--- config.mk ---
export PLATFORM = sky130hd
export DESIGN_NAME = shift_reg_univ
export DESIGN_NICKNAME = d
export VERILOG_FILES = /design/src/rtl/shreg_pkg.sv /design/src/rtl/bit_counter.sv /design/src/rtl/shift_reg_univ.sv
export SDC_FILE = /design/constraint.sdc
export NUM_CORES = 1
export LEC_CHECK = 0
export ABC_AREA = 1
export ABC_CLOCK_PERIOD_IN_PS = 1100
export BUFFER_PORTS_ARGS = -buffer_cell sky130_fd_sc_hd__buf_2
export CORE_UTILIZATION = 40
export DETAILED_ROUTE_END_ITERATION = 7
export PLACE_DENSITY_LB_ADDON = 0.15
export SKIP_LAST_GASP = 1
export SLEW_MARGIN = 20
export SYNTH_ARGS = -nofsm -noshare
export SYNTH_HDL_FRONTEND = slang
export SYNTH_SLANG_ARGS = --single-unit
--- constraint.sdc ---
create_clock -name i_Clk -period 1.1 [get_ports i_Clk]
set_input_delay 0.055 -clock i_Clk [delete_from_list [all_inputs] [get_ports i_Clk]]
set_output_delay 0.055 -clock i_Clk [all_outputs]
set_load 0.1 [all_outputs]
--- src/rtl/shreg_pkg.sv ---
// Shared definitions for the universal shift register: state encoding and
// the bit-counter width derivation.
package shreg_pkg;

    localparam logic [1:0] ST_IDLE  = 2'd0;
    localparam logic [1:0] ST_SHIFT = 2'd1;
    localparam logic [1:0] ST_DONE  = 2'd2;

    typedef enum logic [1:0] {
        S_IDLE  = ST_IDLE,
        S_SHIFT = ST_SHIFT,
        S_DONE  = ST_DONE
    } state_t;

    // One extra bit so the counter can hold the full word width itself.
    function automatic int cnt_w(input int width);
        return $clog2(width) + 1;
    endfunction

endpackage

--- src/rtl/bit_counter.sv ---
// Enabled up-counter with synchronous clear and a terminal-count flag that
// fires on the increment that reaches TERM.
module bit_counter #(
    parameter int CNT_W = 4,
    parameter int TERM  = 8
) (
    input  logic             clk,
    input  logic             rst_n,
    input  logic             clr,
    input  logic             en,
    output logic [CNT_W-1:0] cnt,
    output logic             tc
);

    localparam logic [CNT_W-1:0] TERM_M1 = CNT_W'(TERM - 1);

    always_ff @(posedge clk or negedge rst_n) begin
        if (!rst_n) begin
            cnt <= '0;
        end else if (clr) begin
            cnt <= '0;
        end else if (en) begin
            cnt <= cnt + CNT_W'(1);
        end
    end

    assign tc = en && (cnt == TERM_M1);

endmodule

--- src/rtl/shift_reg_univ.sv ---
// Universal shift register: parallel load/readback plus a full-duplex serial
// engine paced by a bit strobe. Optional registered parity: SHREG_PARITY_EN.
module shift_reg_univ
    import shreg_pkg::*;
#(
    parameter int WIDTH     = 8,
    parameter bit MSB_FIRST = 1'b1,
    parameter int CNT_W     = cnt_w(WIDTH)
) (
    input  logic             i_Clk,
    input  logic             i_Rst_n,
    input  logic             i_Ld,
    input  logic [WIDTH-1:0] i_Data,
    input  logic             i_Start,
    input  logic             i_Shift_En,
    input  logic             i_Serial,
    output logic             o_Serial,
    output logic [WIDTH-1:0] o_Data,
    output logic             o_Busy,
    output logic             o_Done,
`ifdef SHREG_PARITY_EN
    output logic             o_Parity,
`endif
    output logic [CNT_W-1:0] o_Bit_Cnt
);

    state_t           state_q;
    state_t           state_d;
    logic [WIDTH-1:0] data_q;
    logic [WIDTH-1:0] data_d;
    logic             load_en;
    logic             start_acc;
    logic             shift_en;
    logic             last_shift;

    assign load_en   = (state_q == S_IDLE) && i_Ld;
    assign start_acc = (state_q == S_IDLE) && i_Start;
    assign shift_en  = (state_q == S_SHIFT) && i_Shift_En;

    bit_counter #(
        .CNT_W (CNT_W),
        .TERM  (WIDTH)
    ) u_bit_counter (
        .clk   (i_Clk),
        .rst_n (i_Rst_n),
        .clr   (start_acc),
        .en    (shift_en),
        .cnt   (o_Bit_Cnt),
        .tc    (last_shift)
    );

    always_ff @(posedge i_Clk or negedge i_Rst_n) begin
        if (!i_Rst_n) begin
            state_q <= S_IDLE;
        end else begin
            state_q <= state_d;
        end
    end

    always_comb begin
        state_d = state_q;
        case (state_q)
            S_IDLE:  if (i_Start) state_d = S_SHIFT;
            S_SHIFT: if (last_shift) state_d = S_DONE;
            S_DONE:  state_d = S_IDLE;
            default: state_d = S_IDLE;
        endcase
    end

    // A simultaneous load and start lands the new word before the first shift.
    always_comb begin
        data_d = data_q;
        if (load_en) begin
            data_d = i_Data;
        end else if (shift_en) begin
            if (MSB_FIRST) begin
                data_d = {data_q[WIDTH-2:0], i_Serial};
            end else begin
                data_d = {i_Serial, data_q[WIDTH-1:1]};
            end
        end
    end

    always_ff @(posedge i_Clk or negedge i_Rst_n) begin
        if (!i_Rst_n) begin
            data_q <= '0;
        end else begin
            data_q <= data_d;
        end
    end

    assign o_Serial = MSB_FIRST ? data_q[WIDTH-1] : data_q[0];
    assign o_Data   = data_q;
    assign o_Busy   = (state_q == S_SHIFT);
    assign o_Done   = (state_q == S_DONE);

`ifdef SHREG_PARITY_EN
    logic parity_q;

    // Parity of the word being latched, so it is valid alongside o_Done.
    always_ff @(posedge i_Clk or negedge i_Rst_n) begin
        if (!i_Rst_n) begin
            parity_q <= 1'b0;
        end else if (load_en || last_shift) begin
            parity_q <= ^data_d;
        end
    end

    assign o_Parity = parity_q;
`endif

endmodule

==> results of run 1 <==
-- layer usage --
| metal | vias up | track usage | share of wire |
|---|---|---|---|
| met4 | 0 | 0.170 | 0.038 |
| met3 | 11 | 0.0553 | 0.049 |
| li1 | 363 | - | - |
| met2 | 27 | 0.352 | 0.49 |
| met5 | - | 0 | 0 |
| met1 | 363 | 0.249 | 0.42 |
-- metrics by stage --
step,cell area (µm²),setup WS (ns),utilization
6_report,1270,-0.115,0.825
5_1_grt,1270,-0.156,0.825
4_1_cts,1250,-0.104,0.811
3_5_place_dp,1150,-0.0730,0.748
3_3_place_gp,1150,-0.0394,0.748
2_1_floorplan,731,-0.218,-
-- cell usage in the layout, fill, tap and decap left out, drive strengths merged, types with 2 or more instances in the layout --
master	Yosys	layout
clkbuf	0	4
inv	10	10
buf	1	34
dlygate4sd3	0	5
nand2	35	35
nor2	6	6
nand3	12	12
nand3b	2	2
dfrtp	14	14
o21ai	4	4
-- flip-flops by register name, indices dropped and copies added (netlist names) --
signal and flops:
u_bit_counter.cnt 4, state_q 2, o_Data 8
-- how the worst min path moves through the flow --
| stage | start | end | slack [ns] | depth (start not counted) |
|---|---|---|---|---|
| 2_1_floorplan | i_Rst_n | o_Data[0] | -0.24 | 0 |
| 3_3_place_gp | i_Rst_n | u_bit_counter.cnt[2] | -0.03 | 1 |
| 3_5_place_dp | i_Rst_n | u_bit_counter.cnt[2] | -0.04 | 1 |
| 4_1_cts | i_Data[4] | o_Data[4] | 0.02 | 3 |
| 5_1_grt | i_Data[1] | o_Data[1] | 0.04 | 3 |
| 6_report | i_Data[4] | o_Data[4] | 0.01 | 3 |
-- area by class of cell --
cell class,instances,area (µm²)
Multi-Input combinational cell,63,325
Inverter,10,40.0
Fill cell,94,269
Timing Repair Buffer,39,475
Timing Repair inverter,1,7.51
Clock buffer,4,26.3
Sequential cell,14,378
Tap cell,16,20.0
-- repair_timing --
item | CTS | global route
cloned | 0 | 1
endpoints found under the setup margin | 13 | 16
hold buffers | 5 | 0
hold endpoints to repair | 18 | 0
buffers inserted | 1 | 0
gates resized for setup | 6 | 6
pin swaps | 1 | 1
-- tightest hold or removal path: stages --
cell and delay, ns:
buf_2 0.07, nand2_1 0.04, nand3_1 0.08
-- kinds of logic (layout without fill, tap and decap cells) --
logic type | count (synthesis) | after routing | synth area share
and+or+nand+nor | 57 | 57 | 0.358
AOI/OAI and AO/OA | 4 | 4 | 0.0294
buffers and inverters | 11 | 54 | 0.0662
DFF | 14 | 14 | 0.515
xor gates and xnor gates | 1 | 1 | 0.0129
adders and majority gates | 1 | 1 | 0.0184
==> metrics.txt, run 1 <==
post-synth top area share 0.515; Clock transition at path regs 0.08 ns; sequential area share after synthesis 0.515; Final setup violation count 15; critical path class flip-flop to flip-flop; commonest cells in the netlist 35 x nand2_1, 14 x dfrtp_1, 12 x nand3_1; drt wl/cell 12.9 µm; overall die height 43.3 µm; # clock sinks 14; Placer Congestion 0.810; Crit Reg-Reg Startpoint state_q[0]; Total Wirelength 1890 µm; global-route wire length before repair 2990 µm; max-cap viol count 0; slowest stage delay, CP 0.43 ns; status finished with violations; Synth area leaders dfrtp_1 51%, nand2_1 19%, nand3_1 8.8%, inv_1 4.4%, o21ai_0 2.9%; Final Max Tran Viols 0; delay-heaviest family, CP simple AND/OR/NAND/NOR gates; RSZ-0062 raised after global routing true; Cell Area, Synth 681 µm²; antenna-violating nets left 0; crit path launch type flip-flop; CP Depth 5; vias in the first global route 732; EDFF count, synth 0; Synth Area per Inst 7.73 µm²; Slew @ Worst Pin 0.310 ns; die area 1870 µm²; CTS root buf clkbuf_4; Final Hold Slack 0.0141 ns; Primary FF master, synth dfrtp_1; 1st-iter DRT viols 18; detailed-route DRC error count 0; Mapped Nets 103; number of distinct library cells after synthesis 14; n_diodes 0; TritonCTS clock tree done; CP endpoint o_Data[6]; Initial Util 0.442; failing checks setup timing; final non-filler cell total 147; reg2reg setup slack -0.11 ns; Ys Warns 0; initial antenna violation count 0; largest net degree at the start of global routing 15; buffer and inverter count on the worst path 0; clock buffer depth 2; area leader, netlist dfrtp_1; Cells after Synth 88; minimum clock period after layout 1.21 ns; dpl hpwl 1320 µm; Inserted Clock Buffers 3; Layout Skew 0.00553 ns; Yosys reg bits 14; ys async rst share 1.00; layout cells sized above 1 0.473; Fin Setup TNS -0.859 ns; PortBufs 28; crit-path cells nor2_2 -> nand2_2 -> or2_1 -> nand2_1 -> nand2_1; worst setup margin -0.115 ns; total core area 1540 µm²; FF-to-FF path depth 5; fmax 823 MHz; Layout area overhead 86.9%; Cells after DPL 137; I/O pins 29; relative slew slack 0.793; worst-path maximum fanout 5; via count 764; final layout net count 147; Tot GR Track Use 0.221; Worst R2R End o_Data[6]; Die X 43.3 µm; Hold WC Path Type primary input to flip-flop; GRT overflow 0; row cnt 14; CP Capture Type flip-flop; slowest stage cell, crit path dfrtp_1; Max H-tree Level 1; final hold violations 0; top-count cell post-synth nand2_1; CP dominant cell by count nand2_1; Vias per Instance 5.20; CP startpoint state_q[0]; Worst Path Required 1.28 ns; crit path DAT 1.39 ns; final critical-path share of the clock period 1.10; First-pass DRT Iterations 4; clock latency at the later pin of the worst-skew pair 0.28 ns
Power of run 1 is left out: the tool's default activity adds up to more than one toggle a clock period on the data nets, which glitch-free logic cannot reach.
==> inputs of run 2 (changes only) <==
Settings changed: SETUP_SLACK_MARGIN set to 0.2.
==> run 2 against run 1 <==
Net effect: the run still ends with setup timing left; register-to-register slack worse by 0.12 ns; wire length is 55% higher; final cell count is 10% higher; first-iteration DRC count is 83% higher; maximum frequency is 9.1% lower; non-clock buffer count is 16 higher; global-route usage is 5.7 points higher; largest cell class unchanged.
==> metrics.txt, run 2 (synthesized netlist as in run 1, its figures left out) <==
DP Worst Slack -0.0559 ns (+0.0172 ns); crit path DAT 1.50 ns (+0.11 ns); row cnt 14 (unchanged); slowest stage delay, CP 0.44 ns (about the same); 1st-iter DRT viols 33 (+15); antenna-violating nets left 0 (unchanged); Fin Setup TNS -2.41 ns (-1.55 ns); fmax 748 MHz (-9.1%); Layout Skew 0.00577 ns (+0.000243 ns); Cells after DPL 138 (+0.73%); reg2reg setup slack -0.24 ns (-0.12 ns); Hold EP o_Data[1]; delay-heaviest family, CP simple AND/OR/NAND/NOR gates; Final Max Tran Viols 0 (unchanged); Vias per Instance 5.56 (+6.9%); drt wl/cell 18.1 µm (+41%); TritonCTS clock tree done; global-route wire length before repair 3720 µm (+24%); slowest stage cell, crit path dfrtp_1; Worst R2R End o_Data[3]; die area 1870 µm² (unchanged); via count 900 (+18%); Crit Reg-Reg Startpoint state_q[0]; # clock sinks 14 (unchanged); critical path class flip-flop to flip-flop; CP Capture Type flip-flop; total core area 1540 µm² (unchanged); Max H-tree Level 1 (unchanged); layout cells sized above 1 0.603 (+0.129); Hold WC Path Type primary input to flip-flop; filler instances 50 (-47%); First-pass DRT Iterations 4 (unchanged); most common cell after layout, fill and taps aside nand2_1; Die X 43.3 µm (unchanged); PortBufs 28 (unchanged); commonest cells after routing, fill and taps aside 29 x nand2_1, 15 x buf_12, 14 x buf_4, 13 x buf_2, 8 x nand3_1; final critical-path share of the clock period 1.21 (+0.111); Inserted Clock Buffers 3 (unchanged); status finished with violations; vias in the first global route 852 (+16%); final hold violations 0 (unchanged); minimum clock period after layout 1.34 ns (+0.122 ns); max-cap viol count 0 (unchanged); dpl hpwl 1340 µm (+0.89%); FF-to-FF path depth 7 (+2); overall die height 43.3 µm (unchanged); Worst Path Required 1.26 ns (-0.02 ns); Total Wirelength 2930 µm (+55%); detailed-route DRC error count 0 (unchanged); crit-path cells buf_6 -> nor2_4 -> nand2_4 -> nand2_2 -> inv_4 -> nand2_1 -> nand3_1; largest net degree at the start of global routing 15 (unchanged); GRT overflow 0 (unchanged); Placer Congestion 0.808 (-0.21%); Final setup violation count 17 (+2); I/O pins 29 (unchanged); clock buffer depth 2 (unchanged); Layout area overhead 114%; Worst Hold Launch i_Data[1]; n_diodes 0 (unchanged); Clock transition at path regs 0.10 ns (+0.02 ns); buffer and inverter count on the worst path 2 (+2); CTS root buf clkbuf_4; RSZ-0062 raised after global routing true; clock latency at the later pin of the worst-skew pair 0.29 ns (about the same); hold depth 3 (unchanged); crit path launch type flip-flop; initial antenna violation count 0 (unchanged); Tot GR Track Use 0.278 (+0.0567); max FFs per register 8 (unchanged); final layout net count 162 (+10%); Final Hold Slack 0.0833 ns (+0.0692 ns); worst-path maximum fanout 7 (+2); failing checks setup timing; relative slew slack 0.783 (-0.0101); worst setup margin -0.236 ns (-0.122 ns); area of the multi-input gates 368 µm² (+13%); Slew @ Worst Pin 0.325 ns (+0.0152 ns); final non-filler cell total 162 (+10%); register area 378 µm² (unchanged); Initial Util 0.442 (unchanged)
==> run 2: repair_timing <==
action / in CTS / in global routing
buffers inserted: 10 / 4
hold buffers: 6 / 0
hold endpoints to repair: 19 / 0
pin swaps: 1 / 2
gates resized for setup: 15 / 11
setup endpoints to repair: 28 / 29
==> run 2: cell type report <==
| type | count | share of cell area |
|---|---|---|
| repair buffers | 55 | 0.418 |
| multi-input cells | 63 | 0.253 |
| well taps | 16 | 0.0137 |
| inverters | 10 | 0.0309 |
| flip-flops and latches | 14 | 0.259 |
| clock buffers | 4 | 0.0249 |
==> run 2: routing by layer <==
layer  vias up  global-route usage  share of wire  wire length (µm)
li1        393                   -              -                 -
met1       434               0.336           0.39              1140
met2        59               0.442           0.53              1540
met3        14              0.0681          0.054               158
met4         0               0.164          0.032                95
met5         -                   0              0                 0
==> run 2: how the worst max path moves through the flow <==
stage,start,slack [ns],cells after the start,end
6_report,state_q[0],-0.24,7,o_Data[3]
5_1_grt,state_q[0],-0.30,7,o_Data[3]
4_1_cts,state_q[1],-0.12,4,o_Done
3_5_place_dp,state_q[1],-0.06,6,o_Data[2]
3_3_place_gp,state_q[1],0.02,6,o_Data[5]
2_1_floorplan,state_q[0],-0.22,5,o_Data[1]
==> run 2: worst reg2reg max path, stage by stage (launching register included) <==
cell and delay (ns):
dfrtp_1 0.44, buf_6 0.14, nor2_4 0.16, nand2_4 0.09, nand2_2 0.12, inv_4 0.08
nand2_1 0.09, nand3_1 0.10
==> run 2: stage by stage <==
step                 util  cell area, µm²
global placement    0.761            1170
floorplan               -             756
CTS                 0.905            1400
global route        0.945            1460
finish              0.945            1460
detailed placement  0.761            1170
Power of run 2 is left out for the same reason.
==> inputs of run 3 (changes only) <==
Settings changed: ABC_AREA 1 to not set, CORE_UTILIZATION 40 to 41.
==> run 3 against run 2 <==
Net effect: the flow still finishes with violations (setup timing); setup slack worse by 0.048 ns; register-to-register slack worse by 0.05 ns; first-iteration DRC count down 3.0%; via count down 1.8%; wire length up 10%; die area up 5.2%; sequential cell count unchanged; non-clock buffer count up 1; clock skew up 0.0031 ns; critical endpoint is now o_Data[1].
==> metrics.txt, run 3 <==
Final Max Tran Viols 0 (unchanged); Primary FF master, synth dfrtp_1; CTS root buf clkbuf_4; final critical-path share of the clock period 1.26 (+0.0433); CP Capture Type flip-flop; # clock sinks 14 (unchanged); commonest cells after routing, fill and taps aside 15 x buf_12, 13 x buf_2, 12 x buf_6, 12 x buf_4, 9 x dfrtp_2; overall die height 44.4 µm (+2.6%); Placer Congestion 0.731 (-9.5%); Worst Path Required 1.29 ns (+0.03 ns); failing checks setup timing; Cell Area, Synth 736 µm² (+8.1%); Hold WC Path Type primary input to flip-flop; TritonCTS clock tree done; relative slew slack 0.778 (-0.00540); crit path DAT 1.58 ns (+0.08 ns); max-cap viol count 0 (unchanged); dpl hpwl 1390 µm (+4.2%); Final setup violation count 18 (+1); Inserted Clock Buffers 3 (unchanged); via count 884 (-1.8%); I/O pins 29 (unchanged); top-count cell post-synth dfrtp_1; Yosys reg bits 14 (unchanged); Ys Warns 0 (unchanged); mux share of post-synthesis cell area 0.0289 (+0.0289); Post-Synth Adder-Cell Area 0.0170 (-0.00138); Initial Util 0.462 (+0.0200); Synth Area per Inst 10.1 µm² (+30%); number of distinct library cells after synthesis 29 (+15); area leader, netlist dfrtp_1; buffer and inverter count on the worst path 1 (-1); largest family of logic cells by synthesized area simple AND/OR/NAND/NOR gates; row cnt 14 (unchanged); filler instances 44 (-12%); critical path class flip-flop to flip-flop; worst setup margin -0.284 ns (-0.0476 ns); 1st-iter DRT viols 32 (-3.0%); clock buffer depth 2 (unchanged); First-pass DRT Iterations 4 (unchanged); drt wl/cell 21.4 µm (+18%); max FFs per register 8 (unchanged); delay-heaviest family, CP simple AND/OR/NAND/NOR gates; crit path launch type flip-flop; Total Wirelength 3240 µm (+10%); layout cells sized above 1 0.709 (+0.106); post-synthesis compound-gate area fraction 0.189 (+0.159); Cells after DPL 129 (-6.5%); PortBufs 28 (unchanged); global-route wire length before repair 4550 µm (+22%); Synth area leaders dfrtp_1 48%, a22oi_1 5.1%, a22o_1 4.8%, nand2_1 4.1%, nand3_1 3.4%; RSZ-0062 raised after global routing true; worst-path maximum fanout 8 (+1); total core area 1590 µm² (+3.4%); clock latency at the later pin of the worst-skew pair 0.30 ns (about the same); EDFF count, synth 0 (unchanged); final non-filler cell total 151 (-6.8%); antenna-violating nets left 0 (unchanged); most common cell after layout, fill and taps aside buf_12; largest net degree at the start of global routing 15 (unchanged); DP Worst Slack -0.205 ns (-0.149 ns); Cells after Synth 73 (-17%); Slew @ Worst Pin 0.333 ns (+0.00811 ns); slowest stage delay, CP 0.46 ns (+0.02 ns); Tot GR Track Use 0.333 (+0.0556); ys async rst share 1.00 (unchanged); initial antenna violation count 0 (unchanged); Vias per Instance 5.85 (+5.4%); n_diodes 0 (unchanged); Final Hold Slack 0.0208 ns (-0.0625 ns); crit-path cells buf_4 -> or3b_4 -> o22ai_2 -> nor2_1; status finished with violations; slowest stage cell, crit path or3b_4; die area 1970 µm² (+5.2%); Max H-tree Level 1 (unchanged); Clock transition at path regs 0.09 ns (about the same); post-synth top area share 0.476 (-0.0385); GRT overflow 0 (unchanged); Layout area overhead 105%; simple-gate share of the synthesized area 0.214 (-0.144); commonest cells in the netlist 14 x dfrtp_1, 8 x nand2_1, 6 x nor2_1; Mapped Nets 88 (-15%); Layout Skew 0.00885 ns (+0.00308 ns); detailed-route DRC error count 0 (unchanged); vias in the first global route 871 (+2.2%); final hold violations 0 (unchanged); final layout net count 143 (-12%); sequential area share after synthesis 0.476 (-0.0385); minimum clock period after layout 1.38 ns (+0.0476 ns); fmax 722 MHz (-3.4%); Die X 44.4 µm (+2.6%); XOR/XNOR share of the synthesized area 0 (-0.0129)
[run 3: layout make-up]
class	count	area [µm²]	area share
clock buffer	4	36.3	0.0240
inverter	2	7.51	0.00498
multi-input combinational	51	428	0.284
sequential	14	377	0.250
tap	24	30.0	0.0199
timing repair buffer	56	631	0.418
[run 3: per-layer routing]
| metal | vias to the layer above | GRT usage | share of wire |
|---|---|---|---|
| met5 | - | 0 | 0 |
| met4 | 0 | 0.145 | 0.054 |
| met1 | 433 | 0.429 | 0.39 |
| met2 | 63 | 0.571 | 0.50 |
| met3 | 18 | 0.0286 | 0.058 |
| li1 | 370 | - | - |
[run 3: worst paths after layout]
kind | slack [ns] | end | cells after the start | from
setup / recovery | -0.28 | o_Data[1] | 4 | state_q[0]
hold / removal | 0.02 | u_bit_counter.cnt[3] | 2 | i_Start
setup reg to reg | -0.28 | o_Data[1] | 4 | state_q[0]
hold reg to reg | 0.60 | u_bit_counter.cnt[3] | 2 | u_bit_counter.cnt[3]
max in group asynchronous | 0.62 | u_bit_counter.cnt[2] | 2 | i_Rst_n
min in group asynchronous | 0.19 | o_Data[7] | 2 | i_Rst_n
[run 3: repair_timing]
item / 4_1_cts / 5_1_grt
pin swaps: 10 / 10
hold buffers: 4 / 0
gates cloned: 0 / 0
setup endpoints to repair: 29 / 29
gates resized for setup: 18 / 8
hold endpoints to repair: 17 / 0
buffers inserted: 10 / 4
[run 3: metrics by stage]
step / utilization / TNS, ns / cell area [µm²]
after global routing: 0.947 / -3.78 / 1510
after floorplan: - / -1.81 / 826
after global placement: 0.773 / -1.44 / 1230
after detailed placement: 0.773 / -1.68 / 1230
after CTS: 0.914 / -1.94 / 1460
final: 0.947 / -3.37 / 1510
[run 3: cells by family (layout without fill, tap and decap cells)]
group | Yosys count | after routing
flip-flops | 14 | 14
adder cells (fa/ha/maj) | 1 | 1
AO/OA/AOI/OAI | 19 | 19
AND/OR/NAND/NOR | 29 | 29
multiplexers | 2 | 2
buffers and inverters | 8 | 62
[run 3: worst reg2reg max path, delay by kind of cell, from the launching register on]
family,cells,cell delay (ns)
AND/OR/NAND/NOR,2,0.52
flip-flops,1,0.44
AO/OA/AOI/OAI,1,0.17
buffers and inverters,1,0.16
Power of run 3 is left out for the same reason.
